[src/rtl/q2_panel_seq.sv]
`default_nettype none
// ============================================================================
// Module   : q2_panel_seq
// Brief    : Front-panel sequencer that turns operator button presses into
//            timed level/strobe phases for the slice array and memory.
// Revision : 1.0 - initial release
// ============================================================================
module q2_panel_seq #(
    parameter int STROBE = 2
) (
    input  logic clk,
    input  logic rst_n,
    input  logic btn_exam,
    input  logic btn_exam_next,
    input  logic btn_dep,
    input  logic btn_dep_next,
    input  logic btn_run,
    input  logic btn_stop,
    input  logic btn_step,
    input  logic cpu_done,
    output logic sw,
    output logic dep,
    output logic wrp,
    output logic incp,
    output logic mem_rd,
    output logic mem_wr,
    output logic run,
    output logic busy
);

    localparam int B_EXAM      = 0;
    localparam int B_EXAM_NEXT = 1;
    localparam int B_DEP       = 2;
    localparam int B_DEP_NEXT  = 3;
    localparam int B_RUN       = 4;
    localparam int B_STOP      = 5;
    localparam int B_STEP      = 6;

    localparam logic [4:0] C_STB_LAST = 5'(STROBE);
    localparam logic [4:0] C_HOLD     = 5'(STROBE + 1);

    typedef enum logic [2:0] {
        S_IDLE    = 3'd0,
        S_P_LOAD  = 3'd1,
        S_P_INC   = 3'd2,
        S_M_READ  = 3'd3,
        S_M_WRITE = 3'd4,
        S_RUN     = 3'd5,
        S_STEP    = 3'd6
    } state_t;

    // Phase that follows the current one when its hold cycle ends.
    typedef enum logic [1:0] {
        F_NONE  = 2'd0,
        F_READ  = 2'd1,
        F_WRITE = 2'd2
    } follow_t;

    state_t      state_q, state_d;
    follow_t     follow_q, follow_d;
    logic [4:0]  cnt_q, cnt_d;
    logic        stop_pend_q, stop_pend_d;
    logic [6:0]  sync1_q, sync1_d;
    logic [6:0]  sync2_q, sync2_d;
    logic [6:0]  sync3_q, sync3_d;
    logic [6:0]  press;

    logic sw_q, sw_d;
    logic dep_q, dep_d;
    logic wrp_q, wrp_d;
    logic incp_q, incp_d;
    logic mem_rd_q, mem_rd_d;
    logic mem_wr_q, mem_wr_d;
    logic run_q, run_d;
    logic busy_q, busy_d;
    logic strobe_on;

    always_comb begin
        sync1_d = {btn_step, btn_stop, btn_run, btn_dep_next,
                   btn_dep, btn_exam_next, btn_exam};
        sync2_d = sync1_q;
        sync3_d = sync2_q;
        press   = sync2_q & ~sync3_q;
    end

    always_comb begin
        state_d     = state_q;
        follow_d    = follow_q;
        cnt_d       = cnt_q;
        stop_pend_d = stop_pend_q;

        unique case (state_q)
            S_IDLE: begin
                cnt_d       = 5'd0;
                follow_d    = F_NONE;
                stop_pend_d = 1'b0;
                if (press[B_STEP]) begin
                    state_d = S_STEP;
                end else if (press[B_RUN]) begin
                    state_d = S_RUN;
                end else if (press[B_DEP_NEXT]) begin
                    state_d  = S_P_INC;
                    follow_d = F_WRITE;
                end else if (press[B_DEP]) begin
                    state_d = S_M_WRITE;
                end else if (press[B_EXAM_NEXT]) begin
                    state_d  = S_P_INC;
                    follow_d = F_READ;
                end else if (press[B_EXAM]) begin
                    state_d  = S_P_LOAD;
                    follow_d = F_READ;
                end
            end

            S_P_LOAD, S_P_INC, S_M_READ, S_M_WRITE: begin
                if (cnt_q == C_HOLD) begin
                    cnt_d    = 5'd0;
                    follow_d = F_NONE;
                    case (follow_q)
                        F_READ:  state_d = S_M_READ;
                        F_WRITE: state_d = S_M_WRITE;
                        default: state_d = S_IDLE;
                    endcase
                end else begin
                    cnt_d = cnt_q + 5'd1;
                end
            end

            S_RUN: begin
                if (press[B_STOP]) begin
                    stop_pend_d = 1'b1;
                end
                if (cpu_done && (stop_pend_q || press[B_STOP])) begin
                    state_d     = S_IDLE;
                    stop_pend_d = 1'b0;
                end
            end

            // cnt_q is zero only in the entry cycle, where cpu_done is ignored.
            S_STEP: begin
                cnt_d = 5'd1;
                if (cpu_done && (cnt_q != 5'd0)) begin
                    state_d = S_IDLE;
                    cnt_d   = 5'd0;
                end
            end

            default: begin
                state_d  = S_IDLE;
                cnt_d    = 5'd0;
                follow_d = F_NONE;
            end
        endcase
    end

    // Outputs are decoded from the next state so that they register together.
    always_comb begin
        strobe_on = (cnt_d != 5'd0) && (cnt_d <= C_STB_LAST);
        sw_d      = (state_d == S_P_LOAD) || (state_d == S_M_WRITE);
        dep_d     = (state_d == S_M_WRITE);
        wrp_d     = (state_d == S_P_LOAD)  && strobe_on;
        incp_d    = (state_d == S_P_INC)   && strobe_on;
        mem_rd_d  = (state_d == S_M_READ)  && strobe_on;
        mem_wr_d  = (state_d == S_M_WRITE) && strobe_on;
        run_d     = (state_d == S_RUN) || (state_d == S_STEP);
        busy_d    = (state_d != S_IDLE);
    end

    always_ff @(posedge clk or negedge rst_n) begin
        if (!rst_n) begin
            state_q     <= S_IDLE;
            follow_q    <= F_NONE;
            cnt_q       <= 5'd0;
            stop_pend_q <= 1'b0;
            sync1_q     <= 7'd0;
            sync2_q     <= 7'd0;
            sync3_q     <= 7'd0;
            sw_q        <= 1'b0;
            dep_q       <= 1'b0;
            wrp_q       <= 1'b0;
            incp_q      <= 1'b0;
            mem_rd_q    <= 1'b0;
            mem_wr_q    <= 1'b0;
            run_q       <= 1'b0;
            busy_q      <= 1'b0;
        end else begin
            state_q     <= state_d;
            follow_q    <= follow_d;
            cnt_q       <= cnt_d;
            stop_pend_q <= stop_pend_d;
            sync1_q     <= sync1_d;
            sync2_q     <= sync2_d;
            sync3_q     <= sync3_d;
            sw_q        <= sw_d;
            dep_q       <= dep_d;
            wrp_q       <= wrp_d;
            incp_q      <= incp_d;
            mem_rd_q    <= mem_rd_d;
            mem_wr_q    <= mem_wr_d;
            run_q       <= run_d;
            busy_q      <= busy_d;
        end
    end

    assign sw     = sw_q;
    assign dep    = dep_q;
    assign wrp    = wrp_q;
    assign incp   = incp_q;
    assign mem_rd = mem_rd_q;
    assign mem_wr = mem_wr_q;
    assign run    = run_q;
    assign busy   = busy_q;

endmodule
`default_nettype wire

[config.mk]
export PLATFORM = sky130hd
export DESIGN_NAME = q2_panel_seq
export DESIGN_NICKNAME = d
export VERILOG_FILES = /design/src/rtl/q2_panel_seq.sv
export SDC_FILE = /design/constraint.sdc
export NUM_CORES = 1
export LEC_CHECK = 0
export CAP_MARGIN = 20
export CORE_MARGIN = 3
export CORE_UTILIZATION = 35
export CTS_CLUSTER_DIAMETER = 120
export DETAILED_ROUTE_END_ITERATION = 10
export REMOVE_ABC_BUFFERS = 1
export SLEW_MARGIN = 20
export SYNTH_ARGS = -nofsm -noshare
export SYNTH_HDL_FRONTEND = slang
export SYNTH_SLANG_ARGS = --single-unit
[constraint.sdc]
create_clock -name clk -period 2.1 [get_ports clk]
set_input_delay 0.21 -clock clk [delete_from_list [all_inputs] [get_ports clk]]
set_output_delay 0.21 -clock clk [all_outputs]
set_load 0.05 [all_outputs]
==> summary.txt <==
Outcome
  • Outcome: finished with violations
  • Failing checks: negative setup slack

Layout
  • Area of the multi-input gates: 739 um2
  • Layout cells sized above 1: 0.241
  • Fill cells: between 400 and 500
  • Antenna cell count: 0
  • Final nets: between 200 and 250
  • Area grow syn2layout: 32.1%
  • Most frequent cells in the layout: dfrtp_1, buf_4, clkdlybuf4s50_1, nor2_1
  • Final Core Density: 0.482
  • Reg area: ~0.001 mm2
  • Commonest non-fill, non-tap cell in the layout: dfrtp_1

CTS
  • Cts hold-fix bufs: 0
  • Clock sink total: 40
  • Num CTS Buffers: 5
  • Bufs on Longest Clock Path: 2
  • CTS clk-pin slew, worst paths: approximately 0.07 ns
  • H-tree depth: 2
  • Clk_lat worst skew: roughly 0.29 ns
  • CTS tree: yes
  • Clock root cell: clkbuf_8

Worst setup path
  • Critical Path Slowest Stage Cell: or4b_4
  • Family with the most delay on the worst path: simple AND/OR/NAND/NOR gates
  • Crit path capture type: register
  • CP Cell Sequence: inv_1, ha_1, or4b_4, a211oi_2, a211o_2, xnor2_1, or4_4, nor4_2
  • Worst Path Buf+Inv: 1
  • Worst R2R Setup Slack: -0.14 ns
  • Critical path's largest stage delay: roughly 0.47 ns
  • Worst EP arrival: between 2 and 2.5 ns
  • CP required: ~2.3 ns
  • Crit path kind: reg2reg
  • CP Launch Type: register
  • Worst-path fanout max: 4
  • Crit path depth: 8
  • Cell count of the worst reg-to-reg path: 8

STA
  • Tcrit/Tclk final: 1.07
  • Setup TNS: -0.432 ns
  • Clk_skew: 0.00317 ns
  • Tmin final: 2.24 ns
  • RSZ-0062 raised after global routing: true
  • Final-report max-slew violation count: 0
  • Slew @ Worst Pin: 0.845 ns
  • Final setup viols: 5
  • FMAX: roughly 450 MHz
  • Fin. Hold Viols: 0
  • Max_slew headroom: 0.437
  • Setup ws final: -0.145 ns

Synth
  • Top post-synthesis cells by area: dfrtp_1, nand2b_1, nor2b_1
  • Warnings from Yosys: 0
  • Post-synth EDFFs: 0
  • Yosys top cell by area: dfrtp_1
  • Cells after synthesis: between 150 and 200
  • Syn Std Cell Area: 0.00175 mm2
  • Top cell type's share of synthesized area: 0.573
  • Top FF cell, synth: dfrtp_1
  • Register area share after synthesis: 0.573
  • Syn_area_per_cell: ~11 um2
  • Asr flop ratio synth: 1.00
  • Yosys reg bits: 40
  • Synth unique cells: just under 50

Die
  • Initial Util: 0.365
  • Core area: 0.00479 mm2
  • Die footprint: between 0.005 and 0.006 mm2
  • Die width: approximately 77 um
  • Io pins: 18
  • Die height: approximately 77 um
  • Rows: 25

Drt
  • Pre-antenna DRT Iters: 4
  • WL final: 3.51 mm
  • Drt initial violations: 56
  • DRT antenna net count: 0
  • Via count: 1308
  • Wire length per cell: approximately 13 um
  • DRC viols: 0
  • Vias/cell: ~5

Power
  • Pwr dens: around 1500 mW/mm2
  • Maximum vdd ir drop: approximately 700 uV
  • Lkg Pwr: roughly 0.00097 uW

Place
  • Pre-CTS worst setup slack: -0.211 ns
  • Gp weighted congestion: approximately 0.81
  • DP HPWL: 2.45 mm
  • Port Buffer Count: 17

Global route
  • M1 GR Usage: 0.167
  • Grt met3 use: 0.0355
  • Met2 usage: 0.221
  • Number of global-route vias before repair: about 1300
  • All-Layer GR Usage: 0.134
  • First-pass GRT wire length: ~6.2 mm
  • Global route overflow: 0
  • Peak-usage layer in the global routing report: met2
  • Largest net degree at the start of global routing: 41
  • Antenna violations before repair: 0

Hold path
  • Min-Delay Path Class: in2async

Run
  • Max cap viols: 0
==> registers in the layout, indices dropped and copies added (netlist names), 2 cells and up <==
name      cells
sync1_q       7
sync2_q       7
sync3_q       7
cnt_q         5
state_q       3
follow_q      2
==> cells by family after synthesis <==
| family | synth area share |
|---|---|
| multiplexers | 0.0115 |
| XOR/XNOR | 0.0100 |
| AND/OR/NAND/NOR | 0.209 |
| flip-flops | 0.573 |
| buffers and inverters | 0.0373 |
| AO/OA/AOI/OAI | 0.145 |
| adder cells (fa/ha/maj) | 0.0143 |
==> report_power, final <==
group          switching (uW)  internal, uW  total [uW]
Clock                     244           352         596
Sequential               69.4           923         992
Combinational            1050           794        1840
Total                    1360          2070        3430
==> cell usage after synthesis (3+ instances only) <==
library cell / number
dfrtp_1: 40
nor2_1: 11
a21oi_1: 8
inv_1: 7
nand2_1: 7
nand2b_1: 7
nor2b_1: 7
nor3_1: 7
o21ai_0: 6
clkbuf_1: 4
nand3_1: 3
==> worst register-to-register path, stage by stage, from the launching register on <==
cell and delay, ns:
dfrtp_1 0.40, inv_1 0.07, ha_1 0.13, or4b_4 0.47, a211oi_2 0.21, a211o_2 0.18
xnor2_1 0.06, or4_4 0.47, nor4_2 0.16
==> final cells by class <==
cell class,count,area share
Clock buffer,6,0.0315
Clock inverter,2,0.0152
Inverter,9,0.0147
Multi-Input combinational cell,101,0.321
Sequential cell,40,0.434
Tap cell,67,0.0364
Timing Repair Buffer,37,0.148
==> metrics by stage <==
stage	cell area [um2]	instances	hold slack [ns]	total power (uW)
after floorplan	1710	150	-0.0856	2080
after global placement	2090	248	0.334	2610
after detailed placement	2090	248	0.339	2650
after CTS	2280	261	0.0449	3390
after global routing	2310	262	0.0954	3650
final	2310	262	0.0281	3430
==> what timing repair did <==
item | in CTS | in global routing
setup buffers | 5 | 1
setup endpoints to repair | 8 | 8
pin swaps | 6 | 2
resized for setup | 8 | 3
==> final timing paths <==
kind / to / startpoint
worst min register to register: sync2_q[6]$_DFF_PN0_ / sync1_q[6]$_DFF_PN0_
worst max-delay path: wrp$_DFF_PN0_ / cnt_q[0]$_DFF_PN0_
worst max register to register: wrp$_DFF_PN0_ / cnt_q[0]$_DFF_PN0_
min in group clk: sync2_q[6]$_DFF_PN0_ / sync1_q[6]$_DFF_PN0_
max in group asynchronous: sync2_q[1]$_DFF_PN0_ / rst_n
worst min-delay path: state_q[2]$_DFF_PN0_ / rst_n
==> per-layer routing <==
metal | wire, um | up-vias | share of wire
met5 | 0 | - | 0
met4 | 48 | 0 | 0.014
met3 | 111 | 6 | 0.032
met2 | 1790 | 24 | 0.51
met1 | 1560 | 641 | 0.44
li1 | - | 637 | -
Power figures use the tool's default switching activity.
